--- src/rtl/ss_train_pkg.sv ---
// ss_train_pkg: shared FSM states, sign convention and count-width helper for the training error path.
package ss_train_pkg;

   typedef enum logic [1:0] {ST_IDLE, ST_SETTLE, ST_ACCUM, ST_REPORT} state_t;

   localparam logic SIGN_NEG = 1'b1;

   function automatic int cw_of(input int window);
      return $clog2(window) + 2;
   endfunction

endpackage

--- src/rtl/ss_error_lane_counter.sv ---
// ss_error_lane_counter: per-lane signed up/down error counter with sync clear and magnitude output.
module ss_error_lane_counter #(
   parameter int CW = 10
)(
   input  logic                 clk_i,
   input  logic                 rst_i,
   input  logic                 clr_i,
   input  logic                 en_i,
   input  logic                 dn_i,
   output logic signed [CW-1:0] count_o,
   output logic        [CW-1:0] abs_o
);

   logic signed [CW-1:0] count_q;

   always_ff @(posedge clk_i or posedge rst_i)
      if (rst_i) count_q <= '0;
      else if (clr_i) count_q <= '0;
      else if (en_i) count_q <= dn_i ? count_q - CW'(1) : count_q + CW'(1);

   assign count_o = count_q;
   assign abs_o   = count_q[CW-1] ? -count_q : count_q;

endmodule

--- src/rtl/ss_error_integrator.sv ---
// ss_error_integrator: integrates stochastic error bitstreams over a fixed window after an epoch-start
// settle period and hands signed per-lane counts plus their absolute sum to the training controller.
module ss_error_integrator import ss_train_pkg::*; #(
   parameter  int N      = 5,
   parameter  int WINDOW = 256,
   parameter  int SETTLE = 9,
   localparam int CW     = cw_of(WINDOW),
   localparam int AW     = CW + $clog2(N)
)(
   input  logic          CLK,
   input  logic          INIT,
   input  logic          CLK_TRAINING_flag,
   input  logic [N-1:0]  eps,
   input  logic [N-1:0]  SIGN_L3,
   input  logic          err_ready,
   output logic          err_valid,
   output logic [N*CW-1:0] err_count,
   output logic [AW-1:0] err_abs_sum,
   output logic          busy
);

   localparam int WW = $clog2(WINDOW);
   localparam int SW = SETTLE < 2 ? 1 : $clog2(SETTLE);
   localparam logic [SW-1:0] SLOAD = SW'(SETTLE > 0 ? SETTLE - 1 : 0);
   localparam state_t FIRST = SETTLE > 0 ? ST_SETTLE : ST_ACCUM;

   state_t          state_q;
   logic [SW-1:0]   scnt_q;
   logic [WW-1:0]   wcnt_q;
   logic            pend_q, valid_q, busy_q;
   logic [N*CW-1:0] cnt_all, abs_all, count_q;
   logic [AW-1:0]   sum_d, sum_q;
   logic            restart, clr;

   assign restart = CLK_TRAINING_flag && state_q != ST_REPORT;
   // accumulators run only in ACCUM; holding them clear elsewhere makes every new window start from zero
   assign clr     = CLK_TRAINING_flag || state_q != ST_ACCUM;

   for (genvar i = 0; i < N; i++) begin : g_lane
      ss_error_lane_counter #(.CW(CW)) u_cnt (
         .clk_i   (CLK),
         .rst_i   (INIT),
         .clr_i   (clr),
         .en_i    (state_q == ST_ACCUM && eps[i]),
         .dn_i    (SIGN_L3[i] == SIGN_NEG),
         .count_o (cnt_all[i*CW +: CW]),
         .abs_o   (abs_all[i*CW +: CW])
      );
   end

   always_comb begin
      sum_d = '0;
      for (int k = 0; k < N; k++) sum_d = sum_d + AW'(abs_all[k*CW +: CW]);
   end

   always_ff @(posedge CLK or posedge INIT)
      if (INIT) begin
         state_q <= ST_IDLE;
         scnt_q  <= '0;
         wcnt_q  <= '0;
         pend_q  <= 1'b0;
         valid_q <= 1'b0;
         busy_q  <= 1'b0;
         count_q <= '0;
         sum_q   <= '0;
      end else if (restart) begin
         state_q <= FIRST;
         scnt_q  <= SLOAD;
         wcnt_q  <= '0;
         busy_q  <= 1'b1;
      end else begin
         case (state_q)
            ST_SETTLE:
               if (scnt_q == '0) begin
                  state_q <= ST_ACCUM;
                  wcnt_q  <= '0;
               end else scnt_q <= scnt_q - SW'(1);
            ST_ACCUM: begin
               wcnt_q <= wcnt_q + WW'(1);
               if (&wcnt_q) begin
                  state_q <= ST_REPORT;
                  busy_q  <= 1'b0;
               end
            end
            ST_REPORT:
               // first REPORT cycle captures the finished window; results are presented from the next one
               if (!valid_q) begin
                  valid_q <= 1'b1;
                  count_q <= cnt_all;
                  sum_q   <= sum_d;
                  pend_q  <= CLK_TRAINING_flag;
               end else if (err_ready) begin
                  valid_q <= 1'b0;
                  pend_q  <= 1'b0;
                  if (pend_q || CLK_TRAINING_flag) begin
                     state_q <= FIRST;
                     scnt_q  <= SLOAD;
                     wcnt_q  <= '0;
                     busy_q  <= 1'b1;
                  end else state_q <= ST_IDLE;
               end else if (CLK_TRAINING_flag) pend_q <= 1'b1;
            default: ;
         endcase
      end

   assign err_valid   = valid_q;
   assign busy        = busy_q;
   assign err_count   = count_q;
   assign err_abs_sum = sum_q;

endmodule

--- config.mk ---
export PLATFORM = sky130hd
export DESIGN_NAME = ss_error_integrator
export DESIGN_NICKNAME = d
export VERILOG_FILES = /design/src/rtl/ss_train_pkg.sv /design/src/rtl/ss_error_lane_counter.sv /design/src/rtl/ss_error_integrator.sv
export SDC_FILE = /design/constraint.sdc
export NUM_CORES = 1
export LEC_CHECK = 0
export ABC_CLOCK_PERIOD_IN_PS = 4600
export CORE_ASPECT_RATIO = 0.7
export CORE_MARGIN = 1
export CORE_UTILIZATION = 40
export CTS_CLUSTER_SIZE = 24
export DETAILED_ROUTE_END_ITERATION = 10
export PLACE_DENSITY_LB_ADDON = 0.05
export SETUP_SLACK_MARGIN = 0.15
export SYNTH_ARGS = -nofsm -noshare
export SYNTH_HDL_FRONTEND = slang
export SYNTH_SLANG_ARGS = --single-unit
--- constraint.sdc ---
create_clock -name CLK -period 4.6 [get_ports CLK]
set_input_delay 0.69 -clock CLK [delete_from_list [all_inputs] [get_ports CLK]]
set_output_delay 0.69 -clock CLK [all_outputs]
set_load 0.03 [all_outputs]
==> summary.md <==
| Metric | Value |
|---|---|
| Status | `finished clean` |
| Worst hold path startpoint | `err_count[36]$_DFFE_PP0P_` |
| R2r endpoint | `err_abs_sum[12]$_DFFE_PP0P_` |
| Setup TNS Final | `0 ns` |
| CP peak stage delay | `0.54 ns` |
| Layout cells sized above 1 | `9.01%` |
| Final ANT Viol Nets | `0` |
| Vias/cell | `5.37` |
| Leakage power | `5.30 nW` |
| Number of buffers created by CTS | `17` |
| Slew Viols, Final | `0` |
| Area Growth Syn to Fin | `20.4%` |
| Fin Clk Skew | `0.0102 ns` |
| Headroom to the max-slew limit | `21.4%` |
| CP cell instances | `or4_4 > nor2_1 > or4b_4 > fa_1 > inv_1 > fa_1 > inv_1 > fa_1 > inv_1 > ha_4 > a21oi_1 > o21ai_1 > o21a_1 > o311a_1` |
| CP Max Fanout | `6` |
| Placed cell count | `1474` |
| Worst r2r src | `g_lane[1].u_cnt.count_o[3]$_DFFE_PP0P_` |
| Diode count | `0` |
| Vias | `8115` |
| Die height | `131 um` |
| Worst Setup Path Type | `flop to flop` |
| Register-to-register setup slack | `0.27 ns` |
| Synthesis Warnings | `0` |
| Cell Count, Final, Fillers Out | `1511` |
| P_sw | `2.08 mW` |
| Setup violations, final | `0` |
| H-tree level count | `4` |
| Starting density of the core | `41.5%` |
| Gate Count Post-Synth | `1104` |
| Pre-CTS setup slack | `0.0937 ns` |
| Vias in the first global route | `7604` |
| Mapped cell area | `9570 um^2` |
| Net count, final | `1295` |
| Number of max-cap violations | `0` |
| PwrDens | `450 nW/um^2` |
| VDD IR max | `0.263 mV` |
| Largest delay share family, worst path | `adder cells` |
| RSZ-0062 raised after global routing | `yes` |
| Instance count on the critical path | `14` |
| GRT Util Overall | `21.3%` |
| Seq pwr share | `30.4%` |
| WP buf/inv | `3` |
| Final hold vios | `0` |
| WL per Instance | `16.7 um` |
| Fraction of power consumed by the clock network | `28.6%` |
| CTS tree | `built` |
| CP Data Arrival Time | `4.65 ns` |
| Overflow left after global routing | `0` |
| Worst Hold End | `err_count[36]$_DFFE_PP0P_` |
| Min Tclk post-route | `4.33 ns` |
| Fillers | `2216` |
| Core Region | `23100 um^2` |
| First-pass DRT Iterations | `5` |
| Die W | `187 um` |
| Initial antenna violation count | `0` |
| Synth Flop Type | `dfrtp_1` |
| Detailed-route DRC error count | `0` |
| Post-synth EDFFs | `0` |
| Root Buffer Master | `clkbuf_16` |
| Sequential-to-total area share from yosys stat | `34.0%` |
| HP Class | `flop to flop` |
| Post-synthesis net count | `1213` |
| Clk sinks | `130` |
| Pin count of the biggest net entering global routing | `100` |
| Final period util | `94.1%` |
| Async SR Flop Fraction | `100%` |
| Overall Power | `5.19 mW` |
| Crit. End Element | `flop` |
| Total Wirelength | `25200 um` |
| Max Clk Rate | `231 MHz` |
| Hold Path Cell Cnt | `2` |
| Startpoint Class | `flop` |
| IO Count | `79` |
| Placer Congestion | `0.844` |
| First-pass GRT wire length | `41800 um` |
| DIE AREA | `24600 um^2` |
| IO buf count | `78` |
| Site Rows | `46` |
| Combinational share of power | `41.0%` |
| Slew @ Worst Pin | `1.18 ns` |
| Clk slew on worst S/H paths | `0.06 ns` |
| Clock Latency Late Sink | `0.44 ns` |
| Pint | `3.11 mW` |
| Post-DP HPWL | `17800 um` |
| Cts-stage hold buffer count | `0` |
| Final WS setup | `0.272 ns` |
| #FFs+latches synth | `130` |
| Maximum buffer depth of the clock tree | `2` |
| CP required | `4.92 ns` |
| Beginning of the critical path | `g_lane[1].u_cnt.count_o[3]$_DFFE_PP0P_` |
| Worst-case reg-to-reg path depth | `14` |
| Switch share | `40.1%` |
| Syn_area_per_cell | `8.67 um^2` |
| DRT iter0 DRCs | `488` |
| Slowest-stage cell, CP | `or4_4` |
| Yosys cell types | `59` |
==> final cells by class <==
cell class	instances	area [um^2]	share of cell area [%]
timing repair buffer	114	1060	9.23
inverter	69	264	2.29
clock inverter	13	183	1.59
tap	312	390	3.39
sequential	130	3260	28.3
clock buffer	19	453	3.93
multi-input combinational	854	5910	51.3
==> Yosys cell counts, drive strengths merged (15+ instances only) <==
cell type,number,area (um^2)
xor2,15,131
xnor2,43,377
fa,34,681
nand3,43,215
a21o,17,128
nor2,70,263
a211oi,21,158
o21ai,72,360
clkbuf,28,105
dfrtp,130,3250
nand3b,20,150
inv,69,259
a21oi,51,259
mux2i,20,200
nand4,27,169
nand2,206,776
ha,61,763
buf,23,133
==> per-layer routing <==
layer | up-vias | wire length [um] | global-route usage [%]
met5 | - | 0 | 0
met4 | 0 | 244 | 4.55
met3 | 22 | 889 | 3.87
met2 | 161 | 10400 | 29.8
met1 | 3893 | 13600 | 33.4
li1 | 4039 | - | -
==> worst reg2reg max path: cells and delay by family, from the launching register on <==
family,cells,cell delay (ns)
AOI/OAI and AO/OA,4,0.75
adders and majority gates,4,1.82
buffers and inverters,3,0.16
DFF,1,0.37
and+or+nand+nor,3,1.12
==> registers in the layout, summed over array words and instances (netlist names) <==
signal,cells
err_count,50
g_lane.u_cnt.count_o,50
err_abs_sum,13
wcnt_q,8
scnt_q,4
state_q,2
busy,1
err_valid,1
pend_q,1
==> power by group through the flow <==
| stage | Sequential [mW] | Combinational (mW) | Clock [mW] |
|---|---|---|---|
| floorplan | 1.84 | 1.13 | 0 |
| global placement | 1.59 | 2.09 | 0 |
| detailed placement | 1.59 | 2.10 | 0 |
| CTS | 1.58 | 2.12 | 1.52 |
| global route | 1.61 | 2.35 | 1.56 |
| finish | 1.58 | 2.13 | 1.48 |
==> stage by stage <==
stage	instance area, um^2	util, %	hold WS, ns
after floorplan	9570	-	0.489
after global placement	10800	46.7	0.458
after detailed placement	10800	46.7	0.463
after CTS	11400	49.6	0.478
after global routing	11500	49.9	0.494
final	11500	49.9	0.471
==> what timing repair did <==
item                       CTS  global route
pin swaps                    0             6
hold endpoints to repair     0             0
resized for setup            5            17
gates cloned                 0             0
setup endpoints to repair    1             6
setup buffers                0             5
==> placed cells by master (no fill, tap or decap), types with 5 or more instances in the layout <==
master / count
buf_4: 35
clkbuf_16: 17
nand2_1: 204
nand3_1: 43
a21o_1: 17
o21bai_1: 5
dfrtp_1: 127
fa_1: 34
o21a_1: 6
nand2b_1: 10
nand3b_1: 20
nor3_1: 14
a211oi_1: 20
or4_1: 5
nor2b_1: 6
clkdlybuf4s50_1: 78
a21oi_1: 47
o31ai_1: 6
nor2_1: 69
mux2_2: 8
inv_1: 67
a31oi_1: 9
or4b_1: 7
mux2i_1: 20
nor4_1: 9
o21ai_1: 8
ha_1: 59
o21ai_0: 64
xnor2_1: 42
o32a_1: 5
nand4_1: 27
or3_1: 13
xor2_1: 15
==> cells by family after synthesis <==
group / count (synthesis) / synth area share (%)
AO/OA/AOI/OAI: 218 / 14.3
XOR/XNOR: 58 / 5.31
adder cells (fa/ha/maj): 95 / 15.1
buffers and inverters: 120 / 5.19
flip-flops: 130 / 34.0
multiplexers: 28 / 3.03
AND/OR/NAND/NOR: 455 / 23.1
==> worst max path at each step <==
stage / end / slack (ns)
2_1_floorplan: err_abs_sum[12]$_DFFE_PP0P_ / 0.19
3_3_place_gp: err_abs_sum[12]$_DFFE_PP0P_ / 0.14
3_5_place_dp: err_abs_sum[12]$_DFFE_PP0P_ / 0.09
4_1_cts: err_abs_sum[12]$_DFFE_PP0P_ / 0.19
5_1_grt: err_abs_sum[12]$_DFFE_PP0P_ / 0.05
6_report: err_abs_sum[12]$_DFFE_PP0P_ / 0.27
Power figures use the tool's default switching activity.
==> RTL change: new RTL, config.mk and constraints unchanged <==
Put one more register stage on the output `err_abs_sum`, cleared by the reset. The value now appears one clock later. The other outputs are not delayed to match.
--- a/src/rtl/ss_error_integrator.sv
+++ b/src/rtl/ss_error_integrator.sv
@@ -106,7 +106,13 @@
    assign err_valid   = valid_q;
    assign busy        = busy_q;
    assign err_count   = count_q;
-   assign err_abs_sum = sum_q;
+   always_ff @(posedge CLK or posedge INIT) begin
+      if (INIT) begin
+         err_abs_sum <= '0;
+      end else begin
+         err_abs_sum <= sum_q;
+      end
+   end
 
 endmodule
 
Formal check against the unedited RTL: no difference found for any inputs over 10 cycles, from zero or initial values; that may be too few to reach the edited logic, so the function may still have changed.
==> RTL change against the unedited design <==
Wire length is 2.4% higher. Cell area grew 4.4%. Combinational power down 24%. Sequential power is 4% higher. Maximum frequency is 1.6% higher. Sequential cell count increased by 13. Worst setup slack better by 0.069 ns. Critical path depth up 3. Synthesized area grew 4.1%. Synthesized cell count shrank 0.18%. Power fell by 8.2%. Critical endpoint is now sum_q[11]$_DFFE_PP0P_.
==> RTL change: results (changes against the unedited design) <==
| Metric | Value |
|---|---|
| Clock latency on the worst-skew pair | 0.43 ns |
| Largest cells by area after synthesis | dfrtp_1 (36%), nand2_1 (7.8%), ha_1 (7.7%) |
| Initial DRC Count | 420 (-14%) |
| Worst path top cell family by delay | adder cells |
| Filler instances | 2295 (+3.6%) |
| Peak VDD IR | 0.2808 mV (+6.9%) |
| Async S/R FF share, synth | 1.000 (unchanged) |
| Vias per std cell | 5.371 (about the same) |
| Count of buffers from port buffering | 78 (unchanged) |
| Minimum clock period | 4.259 ns (-0.06883 ns) |
| DP HPWL | 18740 microns (+5.1%) |
| Nets | 1297 (+0.15%) |
| Post-place setup slack | 0.1181 ns (+0.02435 ns) |
| First-pass GRT wire length | 42350 microns (+1.2%) |
| Syn_nets | 1211 (-0.16%) |
| CP max stage cell | fa_1 |
| Top-count cell post-synth | nand2_1 |
| Initial antenna violation count | 0 (unchanged) |
| CTS Buffer Depth | 2 (unchanged) |
| TritonCTS buffer count | 17 (unchanged) |
| Arrival @ worst endpoint | 4.57 ns (-0.08 ns) |
| Clk pwr share | 0.314 (+0.028) |
| H-tree depth | 4 (unchanged) |
| Worst-path maximum fanout | 3 (-3) |
| Largest net degree at the start of global routing | 90 (-10%) |
| Vias in the first global route | 7763 (+2.1%) |
| Drt first pass iters | 7 (+2) |
| Drt total wl | 25770 microns (+2.4%) |
| Leak | 5.601 nW (+5.7%) |
| Layout cell share with drive strength beyond 1 | 0.1066 (+0.01650) |
| Top_reg_cell synth | dfrtp_1 |
| Status | finished, final reports clean |
| Worst Skew | 0.009851 ns (-0.0003520 ns) |
| Worst-Margin Slew | 0.7789 ns (-0.3971 ns) |
| Ant diodes | 0 (unchanged) |
| Reg2Reg Setup Slack | 0.34 ns (+0.07 ns) |
| Synth warnings | 0 (unchanged) |
| Post-synth cell types | 66 (+12%) |
| Max incr delay on CP | 0.54 ns (about the same) |
| Sequential power | 1.65 mW (+4%) |
| Commonest cells post-synth | nand2_1 (207), dfrtp_1 (143), nor2_1 (63) |
| Clk pin slew, worst setup/hold paths | 0.06 ns (about the same) |
| MaxCap Viol Count | 0 (unchanged) |
| Sequential fraction of the synthesis area | 0.3591 (+0.01925) |
| Net Sw Frac | 0.3631 (-0.03815) |
| GPL Wtd Cong | 0.8462 (+0.24%) |
| Gr usage total | 0.2118 (-0.0009186) |
| HP Class | register to register |
## RTL change: logic make-up after synthesis
family / after synthesis / synth area share
buf+inv: 106 / 0.04495
mux: 31 / 0.03164
flops: 143 / 0.3591
xor+xnor: 59 / 0.05185
simple gates: 442 / 0.2173
fa+ha+maj: 95 / 0.1449
compound gates: 226 / 0.1503
## RTL change: final timing paths
path,startpoint,cells after the start,end
setup / recovery,g_lane[2].u_cnt.count_o[1]$_DFFE_PP0P_,17,sum_q[11]$_DFFE_PP0P_
hold / removal,sum_q[6]$_DFFE_PP0P_,0,err_abs_sum[6]$_DFF_PP0_
setup reg to reg,g_lane[2].u_cnt.count_o[1]$_DFFE_PP0P_,17,sum_q[11]$_DFFE_PP0P_
hold reg to reg,sum_q[6]$_DFFE_PP0P_,0,err_abs_sum[6]$_DFF_PP0_
max in group asynchronous,INIT,3,g_lane[2].u_cnt.count_o[5]$_DFFE_PP0P_
min in group asynchronous,INIT,2,g_lane[3].u_cnt.count_o[2]$_DFFE_PP0P_
## RTL change: routing by layer
metal / vias to the layer above / wire [microns] / share of wire / track usage
li1: 4059 / - / - / -
met1: 3989 / 14200 / 0.55 / 0.3346
met2: 95 / 10650 / 0.41 / 0.2966
met3: 15 / 690 / 0.027 / 0.03375
met4: 0 / 235 / 0.0091 / 0.05022
met5: - / 0 / 0 / 0
## RTL change: final cells by class
cell class / count / area [sq um] / share of cell area
multi-input cells: 853 / 6136 / 0.5101
clock inverters: 10 / 160.2 / 0.01332
inverters: 59 / 225.2 / 0.01872
well taps: 318 / 397.9 / 0.03308
clock buffers: 22 / 464.2 / 0.03859
flip-flops and latches: 143 / 3581 / 0.2977
repair buffers: 114 / 1064 / 0.08842
## RTL change: through the flow
stage / cells / area (sq um) / hold slack, ns / total power [mW] / utilization
6_report: 1519 / 12030 / 0.3769 / 4.758 / 0.5001
5_1_grt: 1519 / 12030 / 0.3840 / 5.053 / 0.5001
4_1_cts: 1516 / 11830 / 0.3802 / 4.777 / 0.4917
3_5_place_dp: 1484 / 11200 / 0.3657 / 3.260 / 0.4656
3_3_place_gp: 1484 / 11200 / 0.3634 / 3.255 / 0.4656
2_1_floorplan: 1102 / 9970 / 0.3461 / 2.723 / -
## RTL change: repair_timing
action,4_1_cts,5_1_grt
gates resized for setup,1,40
buffers inserted,0,3
pin swaps,0,10
endpoints found under the setup margin,1,5
## RTL change: worst register-to-register path, stage by stage (launching register included)
cell and delay, ns:
dfrtp_1 0.38, inv_2 0.07, ha_1 0.15, nand2_1 0.07, or3_4 0.36, o31ai_4 0.26, xnor2_2 0.13, fa_1 0.54
inv_1 0.05, fa_1 0.48, fa_1 0.54, inv_1 0.07, ha_4 0.16, a21oi_1 0.20, nand2_1 0.11, a21oi_2 0.16
o21ai_0 0.10, a221o_1 0.32
